<file path="src/rtl/mux4_rr_arbiter_pkg.sv">
// Shared definitions for the four-way round-robin arbiter: state encoding,
// requester count and the grant encode / round-robin search helpers.
package mux4_rr_arbiter_pkg;

  localparam int N_REQ = 4;

  typedef enum logic {
    IDLE  = 1'b0,
    OWNED = 1'b1
  } state_t;

  function automatic logic [1:0] onehot_to_idx(input logic [N_REQ-1:0] onehot);
    logic [1:0] idx;
    idx = '0;
    for (int i = 0; i < N_REQ; i++) begin
      if (onehot[i]) idx = 2'(i);
    end
    return idx;
  endfunction

  // First requester at or after ptr (mod 4), as a one-hot; zero when none.
  // Scanning from the far end lets the closest hit overwrite the others.
  function automatic logic [N_REQ-1:0] rr_pick(input logic [N_REQ-1:0] req,
                                               input logic [1:0]       ptr);
    logic [N_REQ-1:0] pick;
    logic [1:0]       idx;
    pick = '0;
    for (int k = N_REQ - 1; k >= 0; k--) begin
      idx = ptr + 2'(k);
      if (req[idx]) begin
        pick      = '0;
        pick[idx] = 1'b1;
      end
    end
    return pick;
  endfunction

endpackage

</file>
<file path="src/rtl/mux4_rr_arbiter_mux.sv">
// WIDTH-bit 4:1 data multiplexer; {s1,s0} selects d0..d3.
module mux4to1_32bit #(
  parameter int WIDTH = 32
) (
  input  logic             s1,
  input  logic             s0,
  input  logic [WIDTH-1:0] d0,
  input  logic [WIDTH-1:0] d1,
  input  logic [WIDTH-1:0] d2,
  input  logic [WIDTH-1:0] d3,
  output logic [WIDTH-1:0] y
);

  // NOTE: a full case with a default keeps this purely combinational (no latch).
  always_comb begin
    unique case ({s1, s0})
      2'b00:   y = d0;
      2'b01:   y = d1;
      2'b10:   y = d2;
      default: y = d3;
    endcase
  end

endmodule

</file>
<file path="src/rtl/mux4_rr_arbiter.sv">
// Round-robin arbiter sharing one 4:1 mux path between four valid/ready
// requesters; registered one-hot grant, combinational ack on handshake.
module mux4_rr_arbiter
  import mux4_rr_arbiter_pkg::*;
#(
  parameter int WIDTH = 32
) (
  input  logic             clk,
  input  logic             reset,
  input  logic [3:0]       req,
  input  logic [3:0]       lock,
  input  logic [WIDTH-1:0] data0,
  input  logic [WIDTH-1:0] data1,
  input  logic [WIDTH-1:0] data2,
  input  logic [WIDTH-1:0] data3,
  input  logic             out_ready,
  output logic             out_valid,
  output logic [WIDTH-1:0] out_data,
  output logic [3:0]       ack,
  output logic [3:0]       grant,
  output logic [1:0]       sel,
  output logic             busy
);

  state_t     state;
  logic [1:0] ptr;
  logic       handshake;
  logic [3:0] next_after;
  logic [3:0] repick;

  assign sel       = (state == OWNED) ? onehot_to_idx(grant) : 2'd0;
  assign out_valid = (state == OWNED) && req[sel];
  assign handshake = out_valid && out_ready;
  assign busy      = |grant;

  // Owner searched last after its own beat, so a lone requester is re-granted.
  assign next_after = rr_pick(req, sel + 2'd1);
  assign repick     = rr_pick(req, ptr);

  always_comb begin
    ack = '0;
    if (handshake) ack[sel] = 1'b1;
  end

  mux4to1_32bit #(.WIDTH(WIDTH)) u_mux (
    .s1 (sel[1]),
    .s0 (sel[0]),
    .d0 (data0),
    .d1 (data1),
    .d2 (data2),
    .d3 (data3),
    .y  (out_data)
  );

  // NOTE: state registers use non-blocking assignments so every update in this
  // block sees the values from before the edge.
  always_ff @(posedge clk or posedge reset) begin
    if (reset) begin
      state <= IDLE;
      grant <= '0;
      ptr   <= '0;
    end else begin
      unique case (state)
        IDLE: begin
          if (|req) begin
            grant <= repick;
            state <= OWNED;
          end
        end
        OWNED: begin
          if (handshake) begin
            if (!(lock[sel] && req[sel])) begin
              ptr   <= sel + 2'd1;
              grant <= next_after;
              state <= (|next_after) ? OWNED : IDLE;
            end
          end else if (!req[sel]) begin
            // Owner abandoned its request: re-arbitrate without moving ptr.
            grant <= repick;
            state <= (|repick) ? OWNED : IDLE;
          end
        end
        default: begin
          state <= IDLE;
          grant <= '0;
        end
      endcase
    end
  end

endmodule

</file>
<file path="config.mk">
export PLATFORM = sky130hd
export DESIGN_NAME = mux4_rr_arbiter
export DESIGN_NICKNAME = d
export VERILOG_FILES = /design/src/rtl/mux4_rr_arbiter_pkg.sv /design/src/rtl/mux4_rr_arbiter_mux.sv /design/src/rtl/mux4_rr_arbiter.sv
export SDC_FILE = /design/constraint.sdc
export NUM_CORES = 1
export LEC_CHECK = 0
export CAP_MARGIN = 0
export CORE_MARGIN = 3
export CORE_UTILIZATION = 35
export DETAILED_ROUTE_END_ITERATION = 16
export PLACE_DENSITY_LB_ADDON = 0.2
export SETUP_SLACK_MARGIN = 0.2
export SYNTH_ARGS = -nofsm -noshare
export SYNTH_HDL_FRONTEND = slang
export SYNTH_HIERARCHICAL = 1
export SYNTH_SLANG_ARGS = --single-unit
</file>
<file path="constraint.sdc">
create_clock -name clk -period 7 [get_ports clk]
set_input_delay 0.7 -clock clk [delete_from_list [all_inputs] [get_ports clk]]
set_output_delay 0.7 -clock clk [all_outputs]
set_load 0.005 [all_outputs]
</file>
# Word level (Yosys, flattened, before mapping)
# Index checks and enable logic that the tools add are counted.
# W data, S select, Z words.
[op_classes]
n_addsub = 7
order_cmp = 18
n_eq_ne = 5
mux = 64
n_bitwise = 2
n_reduce_logical = 19
[op_table]
columns = ["op", "count"]
rows = [
  ["$pmux W32 S3", 1],
  ["$mux W4", 13],
  ["$lt A2 B3 Y1 const B", 9],
  ["$mux W1", 26],
  ["$bmux W1 S2", 10],
  ["$demux W1 S2", 9],
  ["$ge A2 B1 Y1 const B", 9],
  ["$reduce_or A4 Y1", 4],
  ["$logic_and A1 B1 Y1", 12],
  ["$add A2 B2 Y2 const B", 4],
  ["$pmux W4 S2", 1],
  ["$add A2 B1 Y2 const B", 3],
  ["$mux W2", 3],
  ["$ne A3 B3 Y1 const B", 2],
  ["$reduce_and A3 Y1", 2],
  ["$eq A2 B1 Y1 const B", 1],
  ["$eq A2 B2 Y1 const B", 1],
  ["$logic_not A2 Y1", 1],
  ["$ne A2 B2 Y1 const B", 1],
  ["$not A1 Y1", 2],
  ["$pmux W1 S2", 1],
]
[word_totals]
regBits = 7
input_bits = 139
output_inout_bits = 44
elab_cells = 118

# Longest topological paths before layout
[logic_depth]
word_depth = 19
depth_mapped = 11

# By module
# The synthesis kept the hierarchy.
[modules_own_cells]
columns = ["mod", "instances", "cells_each", "area_each_um2", "seq_area_each_um2"]
rows = [
  ["mux4_rr_arbiter", 1, 150, 1282.5, 175.2],
  ["mux4to1_32bit", 1, 39, 814.5, 0.0],
]

# Worst setup path before layout
# Ideal clock, no wire load.
[synth_path]
path_kind = "in2out"
from = "input port req[1]"
to = "output port ack[1]"
t_arrival_ps = 1913
required_time_ps = 6300
slack_ps = 4387
cell_stages = 6
path_buffers = 1
path_cell_list = "buf_4 -> and3_1 -> o311ai_0 -> a21boi_0 -> nand2_1 -> nor2_1"
[synth_via]
elab_chain_len = 5
[synth_lines]
columns = ["item", "line", "rtl"]
rows = [
  ["start, declared", "mux4_rr_arbiter.sv:10", "input logic [3:0] req,"],
  ["$bmux W1 S2", "mux4_rr_arbiter.sv:32", "assign out_valid = (state == OWNED) && req[sel];"],
  ["$mux W1 (not written as such)", "mux4_rr_arbiter.sv:32", ""],
  ["$logic_and A1 B1 Y1", "mux4_rr_arbiter.sv:32", ""],
  ["named net out_valid", "mux4_rr_arbiter.sv:17", "output logic out_valid,"],
  ["$logic_and A1 B1 Y1", "mux4_rr_arbiter.sv:33", "assign handshake = out_valid && out_ready;"],
  ["$mux W4", "mux4_rr_arbiter.sv:42", "if (handshake) ack[sel] = 1'b1;"],
  ["end, declared", "mux4_rr_arbiter.sv:19", "output logic [3:0] ack,"],
]
# The timed path passes the listed nets, and every way through them passes these cells. The select of a mux whose other input is x is not followed.

# Final worst setup path
[layout_path]
from = "input port req[1]"
to = "output port ack[3]"
[layout_via]
elab_chain_len = 5
[layout_lines]
columns = ["item", "line"]
rows = [
  ["$bmux W1 S2", "mux4_rr_arbiter.sv:32"],
  ["$mux W1 (not written as such)", "mux4_rr_arbiter.sv:32"],
  ["$logic_and A1 B1 Y1", "mux4_rr_arbiter.sv:32"],
  ["$logic_and A1 B1 Y1", "mux4_rr_arbiter.sv:33"],
  ["$mux W4", "mux4_rr_arbiter.sv:42"],
]
# Every way passes these cells. The select of a mux whose other input is x is not followed.

==> results.json <==
{
  "status": "finished, final reports clean",
  "die_h_um": 83.4,
  "ys_types": 46,
  "required_ns": 6.30,
  "nFillCells": 420,
  "synth_area_leaders": "mux4_2 37%, dfrtp_1 8.4%, mux4_1 7.5%, ha_1 7.2%, buf_12 2.9%",
  "post_cts_buffers": 0,
  "dpl.hpwl_um": 7340,
  "nets": 516,
  "vias": 2473,
  "rows": 27,
  "fp.dieW_um": 83.4,
  "avgSynthCellArea_sq_um": 11.1,
  "p_seq_frac": 0.069,
  "port_buffers": 182,
  "drt_wl_total_um": 8820,
  "boundaryPins": 183,
  "yosysTopAreaCell": "mux4_2",
  "diodes": 0,
  "worstSetupStartpointType": "primary input",
  "hold_viol": 0,
  "utilization": 0.698,
  "setup_ws_ns": 3.05,
  "fin_area_sq_um": 3940,
  "multi_input_area_sq_um": 1740,
  "ys.flop_type": "dfrtp_1",
  "postCtsHoldBufs": 0,
  "total_leakage_power_nw": 1.51,
  "rsz0062_at_grt": "false",
  "drc": 0,
  "swShare": 0.425,
  "max_freq_ghz": 0.253,
  "synth_common_cells": "34 x mux4_2, 16 x nand2_1, 15 x nor2_1",
  "crit_fanout": 11,
  "power_frac_comb": 0.894,
  "finalMaxSlewViolations": 0,
  "numCtsBuffers": 3,
  "grt_pass1_wl_um": 13900,
  "tns_ns": 0,
  "synthArstFlopShare": 1.00,
  "critPathKind": "primary input to primary output",
  "syn_inst": 189,
  "regArea_sq_um": 175,
  "place.gp.congestion": 0.880,
  "total_power_w": 0.00155,
  "grt_usage": 0.247,
  "switching_power_w": 0.000660,
  "clockPowerShare": 0.037,
  "cap_viol_max_count": 0,
  "cts_buffer_depth": 2,
  "pwr_density_cell_nw_per_um2": 394,
  "numClockSinks": 7,
  "worstSkewPairLatency_ns": 0.23,
  "finalCritPeriodShare": 0.564,
  "via_per_inst": 5.67,
  "avgRoutedWirePerCell_um": 20.2,
  "r2r_setup_slack_ns": 3.77,
  "yosysMostFrequentCell": "mux4_2",
  "dp_slack_ns": 3.12,
  "synth-seq-cells": 7,
  "area_delta_synth_final_pct": 87.9,
  "tritoncts": "built",
  "critPathArrivalTime_ns": 3.25,
  "period_minus_slack_ns": 3.95,
  "clkTransAtPathRegs_ns": 0.04,
  "drive_above_1_share": 0.146,
  "relSlewSlack": 0.545,
  "synth_nets": 340,
  "die-area_sq_um": 6960,
  "grt_pass1_vias": 2481,
  "seq_area_frac_synth": 0.0835,
  "ant_nets": 0,
  "gr-total-overflow": 0,
  "ys_warn_count": 6,
  "start_util": 0.372,
  "syn-cell-area_sq_um": 2100,
  "cp-end-kind": "primary output",
  "setup_viol": 0,
  "max-vdd-ir-drop_mv": 0.254,
  "drt_iter0_drc": 93,
  "ctsRootBufferMaster": "clkbuf_8",
  "worstHoldPathType": "register to register",
  "grt_start_max_net_pins": 40,
  "h-tree-depth": 1,
  "synth_edf_count": 0,
  "worstMarginPinSlew_ns": 0.682,
  "intPower_w": 0.000893,
  "post_dp_cell_area_sq_um": 3890,
  "grt_antenna_before_repair": 0,
  "cts_resized": 0,
  "finalClockSkew_ns": 0.00625,
  "yosys.area.top_type_share": 0.365,
  "coreArea_sq_um": 5640,
  "drt-pass1-iter-count": 5
}
routing by layer:
metal,routed length [um],track usage,vias to the layer above
li1,-,-,1133
met1,3280,0.299,1197
met4,92,0.0342,0
met2,4800,0.457,135
met3,643,0.0546,8
met5,0,0,-
power groups by stage:
stage          registers (W)  clock network (W)  logic, W
2_1_floorplan      0.0000852                  0  0.000923
3_3_place_gp        0.000108                  0   0.00138
3_5_place_dp        0.000108                  0   0.00138
6_report            0.000107          0.0000577   0.00139
4_1_cts             0.000108          0.0000582   0.00139
5_1_grt             0.000113          0.0000611   0.00149
per-stage QoR:
step	cells	hold WS [ns]
6_report	436	0.573
5_1_grt	436	0.613
4_1_cts	436	0.578
3_5_place_dp	432	0.573
3_3_place_gp	432	0.571
2_1_floorplan	189	0.503
cells in the final DEF (no fill, tap or decap), types with 2 or more instances in the layout:
master / instances
a21oi_1: 4
buf_4: 2
clkbuf_8: 3
nand2b_1: 2
mux4_1: 6
o211ai_1: 3
or2_2: 2
o31ai_1: 2
nor2_1: 15
a31oi_1: 8
inv_1: 12
or4_1: 2
dfrtp_1: 7
nor2_4: 2
mux4_2: 34
nand3_1: 3
and3_1: 3
ha_1: 12
o311ai_1: 3
mux2i_1: 6
nand2_1: 16
o21ai_0: 3
a22oi_1: 5
o22ai_1: 5
a21boi_0: 2
clkdlybuf4s50_1: 182
cell families (layout without fill, tap and decap cells):
group / Yosys count / after routing / synth area share
AOI/OAI and AO/OA: 43 / 43 / 0.149
adders and majority gates: 12 / 12 / 0.0716
buffers and inverters: 26 / 201 / 0.0853
DFF: 7 / 7 / 0.0835
muxes: 47 / 47 / 0.474
and+or+nand+nor: 54 / 54 / 0.137
critical path, cell delays in order:
cell and delay, ns:
clkdlybuf4s50_1 0.67, and3_1 0.23, o311ai_0 0.12, a21boi_0 0.49, nand2_1 0.32, nor2_1 0.18, clkdlybuf4s50_1 0.52
path summary, 6_finish.rpt:
kind                          start  endpoint  depth (start not counted)
setup / recovery             req[1]    ack[3]                          7
hold / removal             grant[0]  grant[0]                          2
setup reg to reg           grant[2]  grant[2]                         10
hold reg to reg            grant[0]  grant[0]                          2
max in group asynchronous     reset  grant[1]                          2
min in group asynchronous     reset    ptr[0]                          2
cell type report:
class	instances	share of cell area
timing repair buffer	184	0.466
clock buffer	4	0.0114
multi-input combinational	156	0.443
sequential	7	0.0445
tap	72	0.0229
inverter	13	0.0124
registers in the layout (all words and copies together), names as in the netlist:
signal and flops:
grant 4, ptr 2, state 1
Note: power is estimated with default switching activity, not from simulation.
